File: config.mk
export PLATFORM = sky130hd
export DESIGN_NAME = fazyrv_ccx_alu
export DESIGN_NICKNAME = d
export VERILOG_FILES = /design/src/rtl/fazyrv_ccx_alu.sv
export SDC_FILE = /design/constraint.sdc
export NUM_CORES = 1
export LEC_CHECK = 0
export BUFFER_PORTS_ARGS = -buffer_cell sky130_fd_sc_hd__buf_4
export CAP_MARGIN = 20
export CORE_MARGIN = 4
export CORE_UTILIZATION = 55
export CTS_CLUSTER_DIAMETER = 100
export DETAILED_ROUTE_END_ITERATION = 8
export GPL_TIMING_DRIVEN = 0
export PLACE_DENSITY = 0.76
export SLEW_MARGIN = 20
export SYNTH_ARGS = -nofsm -noshare
export SYNTH_HDL_FRONTEND = slang
export SYNTH_SLANG_ARGS = --single-unit
File: constraint.sdc
create_clock -name clk_i -period 6.54 [get_ports clk_i]
set_input_delay 1.308 -clock clk_i [delete_from_list [all_inputs] [get_ports clk_i]]
set_output_delay 1.308 -clock clk_i [all_outputs]
set_load 0.02 [all_outputs]
File: src/rtl/fazyrv_ccx_alu.sv
// fazyrv_ccx_alu
// Chunk-serial custom-instruction execution unit for the fazyrv core.
// Operands arrive one chunk per cycle, LSB chunk first, starting in the cycle
// of ccx_req_i. After the last chunk the 32-bit result of the selected op is
// registered, held for RES_DLY cycles, then streamed out LSB chunk first.
// ccx_resp_o marks the final result chunk. A request that arrives while the
// unit is busy is dropped and sets the sticky err_o flag.

module fazyrv_ccx_alu #(
    parameter int CHUNKSIZE = 2,
    parameter int RES_DLY   = 1,
    parameter int SELW      = 2
) (
    input  logic                 clk_i,
    input  logic                 rst_in,
    input  logic [SELW-1:0]      ccx_sel_i,
    input  logic                 ccx_req_i,
    input  logic [CHUNKSIZE-1:0] ccx_rs_a_i,
    input  logic [CHUNKSIZE-1:0] ccx_rs_b_i,
    output logic [CHUNKSIZE-1:0] ccx_res_o,
    output logic                 ccx_resp_o,
    output logic                 busy_o,
    output logic                 err_o
);

    localparam int NCHUNK = 32 / CHUNKSIZE;
    localparam int CNTW   = $clog2(NCHUNK);

    localparam logic [CNTW-1:0] LAST_CHUNK = CNTW'(NCHUNK - 1);

    // WAIT holds for exactly RES_DLY cycles: the counter is loaded with
    // RES_DLY-1 and the unit leaves WAIT in the cycle it reads zero.
    localparam logic [3:0] DLY_LOAD = (RES_DLY > 0) ? 4'(RES_DLY - 1) : 4'd0;

    typedef enum logic [1:0] {
        IDLE    = 2'd0,
        COLLECT = 2'd1,
        WAIT    = 2'd2,
        EMIT    = 2'd3
    } state_t;

    typedef enum logic [1:0] {
        OP_AND  = 2'd0,
        OP_XOR  = 2'd1,
        OP_ADD  = 2'd2,
        OP_MINU = 2'd3
    } op_t;

    state_t          state_q, state_d;
    logic [CNTW-1:0] cnt_q,   cnt_d;
    logic [3:0]      dly_q,   dly_d;
    logic [1:0]      op_q,    op_d;
    logic [31:0]     a_q,     a_d;
    logic [31:0]     b_q,     b_d;
    logic [31:0]     res_q,   res_d;
    logic            err_q,   err_d;

    logic [1:0]      sel_lo;
    logic [31:0]     a_full;
    logic [31:0]     b_full;
    logic [31:0]     alu_res;

    // Only the two low select bits pick the op; any wider select bits are
    // ignored, and a one-bit select reaches only AND/XOR.
    generate
        if (SELW >= 2) begin : g_sel_wide
            assign sel_lo = ccx_sel_i[1:0];
        end else begin : g_sel_narrow
            assign sel_lo = {1'b0, ccx_sel_i[0]};
        end
    endgenerate

    // The last operand chunk is still on the inputs when the result is
    // registered, so splice it above the chunks already collected.
    assign a_full = {ccx_rs_a_i, a_q[31-CHUNKSIZE:0]};
    assign b_full = {ccx_rs_b_i, b_q[31-CHUNKSIZE:0]};

    // The four ops on the fully assembled operands; the add carry is dropped.
    always_comb begin
        alu_res = '0;
        case (op_t'(op_q))
            OP_AND:  alu_res = a_full & b_full;
            OP_XOR:  alu_res = a_full ^ b_full;
            OP_ADD:  alu_res = a_full + b_full;
            OP_MINU: alu_res = (a_full < b_full) ? a_full : b_full;
            default: alu_res = '0;
        endcase
    end

    // Sequencing: collect chunks, compute, optional delay, emit chunks.
    always_comb begin
        state_d = state_q;
        cnt_d   = cnt_q;
        dly_d   = dly_q;
        op_d    = op_q;
        a_d     = a_q;
        b_d     = b_q;
        res_d   = res_q;
        err_d   = err_q | (ccx_req_i && (state_q != IDLE));

        case (state_q)
            IDLE: begin
                if (ccx_req_i) begin
                    op_d    = sel_lo;
                    a_d     = 32'(ccx_rs_a_i);
                    b_d     = 32'(ccx_rs_b_i);
                    cnt_d   = CNTW'(1);
                    state_d = COLLECT;
                end
            end

            COLLECT: begin
                for (int k = 0; k < NCHUNK; k++) begin
                    if (cnt_q == CNTW'(k)) begin
                        a_d[k*CHUNKSIZE +: CHUNKSIZE] = ccx_rs_a_i;
                        b_d[k*CHUNKSIZE +: CHUNKSIZE] = ccx_rs_b_i;
                    end
                end
                if (cnt_q == LAST_CHUNK) begin
                    res_d   = alu_res;
                    cnt_d   = '0;
                    dly_d   = DLY_LOAD;
                    state_d = (RES_DLY > 0) ? WAIT : EMIT;
                end else begin
                    cnt_d = cnt_q + 1'b1;
                end
            end

            WAIT: begin
                if (dly_q == 4'd0) begin
                    state_d = EMIT;
                end else begin
                    dly_d = dly_q - 4'd1;
                end
            end

            EMIT: begin
                res_d = res_q >> CHUNKSIZE;
                if (cnt_q == LAST_CHUNK) begin
                    cnt_d   = '0;
                    state_d = IDLE;
                end else begin
                    cnt_d = cnt_q + 1'b1;
                end
            end

            default: begin
                state_d = IDLE;
            end
        endcase
    end

    // State and datapath registers, all cleared by the asynchronous reset.
    always_ff @(posedge clk_i or negedge rst_in) begin
        if (!rst_in) begin
            state_q <= IDLE;
            cnt_q   <= '0;
            dly_q   <= '0;
            op_q    <= '0;
            a_q     <= '0;
            b_q     <= '0;
            res_q   <= '0;
            err_q   <= 1'b0;
        end else begin
            state_q <= state_d;
            cnt_q   <= cnt_d;
            dly_q   <= dly_d;
            op_q    <= op_d;
            a_q     <= a_d;
            b_q     <= b_d;
            res_q   <= res_d;
            err_q   <= err_d;
        end
    end

    // Outputs decode from registered state only, so reset clears them at once.
    always_comb begin
        ccx_res_o  = (state_q == EMIT) ? res_q[CHUNKSIZE-1:0] : '0;
        ccx_resp_o = (state_q == EMIT) && (cnt_q == LAST_CHUNK);
        busy_o     = (state_q != IDLE);
        err_o      = err_q;
    end

endmodule

==> out/qor.yml <==
path_clk_slew_ns: 0.07
relSlewSlack: 0.349
grt_max_degree: 106
postCtsHoldBufs: 0
dp_cells: 1191
finalWorstSetupSlack_ns: 2.84
maxSlewViolCount: 0
path_class: "in -> reg"
totalNegativeSetupSlack_ns: 0
numCtsBuffers: 9
ios: 14
drc: 0
clock_path_buffers: 2
cp.arrival_ns: 3.92
finClkSkew_ns: 0.00695
path_cells: "buf_4, inv_1, ha_1, nand4_1, nor2_1, a311oi_1, o211ai_1, a31oi_4, buf_2, mux2i_1, a21oi_1, o21ai_0, nand3_1"
drtAntennaViolNets: 0
crit_cells: 13
synthCells: 994
grt_pass1_vias: 7081
insertion_delay_ns: 0.36
drt_iter0_markers: 802
avgViaCountPerCell: 6.39
start_util: 0.564
hold_violations: 0
fmax_mhz: 270
synth_seq_cells: 105
layout_common_cells: "107 x a21oi_1, 105 x dfrtp_1, 102 x nor2_1, 90 x o21ai_0, 76 x nand2_1"
wire_per_inst_um: 20.4
syn_area_per_cell_um2: 8.28
post_synth_instance_area_um2: 8230
core_area_um2: 14600
antenna_found_initial: 0
max_cap_violations: 0
layout-drive-gt1-share: 0.0802
syn_nets: 1078
n_antenna_cell: 0
ys_seq_area_frac: 0.319
portBuffers: 13
final_common_cell: "a21oi_1"
slowest_delay_ns: 0.35
post_cts_buffers: 0
final_cells: 1207
grt-ovfl-total: 0
yosys_warnings: 0
clock-sinks: 105
cts_tree: "built"
routed_wl_um: 24600
ctsResizeCount: 0
gp_congestion: 1.00
setup_viol: 0
synthArstFlopShare: 1.00
die_height_um: 130
die_w_um: 130
min_period_ns: 3.70
crit_path_end_kind: "flip-flop"
crit_path_start_kind: "input pin"
path_buf_inv: 3
power.static_leakage_nw: 3.91
worstRegToRegCells: 9
outcome: "completed"
synth_cell_type_count: 69
min_path_type: "reg -> reg"
area.growth.synth_to_final_pct: 7.45
nNetsFinal: 1102
vias: 7708
dieArea_um2: 17000
ir_drop_uv: 293
cp_slowest_cell: "ha_1"
crit_family: "compound AO/OA/AOI/OAI gates"
tightest_slew_ns: 0.976
finalCritPeriodShare: 0.566
grt_pass1_wl_um: 38900
cp.required_ns: 6.76
whs_path_depth: 1
cts-root-buf: "clkbuf_16"
synth_edf_count: 0
preCtsSetupSlack_ns: 2.53
rows: 44
h-tree-depth: 3
ys.flop_type: "dfrtp_1"
drt_pass1_iterations: 5
worstPathMaxFanout: 10
powerDensity_nw_per_um2: 460
hpwl_um: 19200
grt_util_all_layers: 0.298
grt_setup_unrepaired: "no"
## where the power goes
group	switching, mW	internal, mW	total (mW)
clock network	0.257	0.273	0.530
registers	0.175	0.874	1.05
logic	1.63	0.857	2.49
total	2.07	2.00	4.07
## sequential cells by signal, indices dropped and copies added, names as in the netlist
signal and cells:
op_q 2, a_q 30, dly_q 4, res_q 32, err_o 1, cnt_q 4
b_q 30, state_q 2
## kinds of logic after synthesis
group,synth area share
flip-flops,0.319
XOR/XNOR,0.0298
buffers and inverters,0.0590
multiplexers,0.0730
AND/OR/NAND/NOR,0.155
adder cells (fa/ha/maj),0.115
AO/OA/AOI/OAI,0.249
## per-stage QoR
stage / power [mW] / cell area, um^2 / utilization / hold slack [ns]
6_report: 4.07 / 8840 / 0.606 / 0.465
5_1_grt: 4.34 / 8840 / 0.606 / 0.507
4_1_cts: 4.00 / 8840 / 0.606 / 0.469
3_5_place_dp: 3.46 / 8560 / 0.587 / 0.446
3_3_place_gp: 3.41 / 8560 / 0.587 / 0.446
2_1_floorplan: 2.77 / 8230 / - / 0.442
## routing by layer
metal,vias up,part of all wire,track usage
li1,3609,-,-
met1,3632,0.43,0.425
met2,405,0.43,0.444
met3,62,0.11,0.0757
met4,0,0.027,0.0941
met5,-,0,0
## cell type report
type                    instances  area (um^2)
well taps                     184          230
flip-flops and latches        105         2630
clock inverters                 4         35.0
repair buffers                 13          101
clock buffers                  12          246
fillers                      1313         5750
multi-input cells             765         5120
inverters                      66          248
plain buffers                  58          238
## path summary, 6_finish.rpt
check | startpoint | endpoint | slack (ns)
max in group asynchronous | rst_in | res_q[26] | 4.82
min | err_o | err_o | 0.47
max reg2reg | state_q[1] | res_q[25] | 3.19
max | ccx_rs_b_i[1] | res_q[19] | 2.84
min in group asynchronous | rst_in | a_q[25] | 1.04
min reg2reg | err_o | err_o | 0.47
## cell usage after synthesis (11+ instances only)
| master | number | area, um^2 |
|---|---|---|
| a211oi_1 | 16 | 120 |
| a21oi_1 | 107 | 536 |
| clkbuf_1 | 41 | 154 |
| dfrtp_1 | 105 | 2630 |
| ha_1 | 74 | 926 |
| inv_1 | 65 | 244 |
| mux2_2 | 32 | 360 |
| mux2i_1 | 24 | 240 |
| nand2_1 | 76 | 285 |
| nand3_1 | 18 | 90.1 |
| nor2_1 | 102 | 383 |
| nor2b_1 | 13 | 81.3 |
| nor3_1 | 12 | 60.1 |
| o211ai_1 | 14 | 105 |
| o21ai_0 | 90 | 450 |
| o21bai_1 | 11 | 82.6 |
| o22ai_1 | 11 | 68.8 |
| o31ai_1 | 11 | 82.6 |
| or3_1 | 11 | 68.8 |
| xnor2_1 | 22 | 193 |
Power figures use the tool's default switching activity.
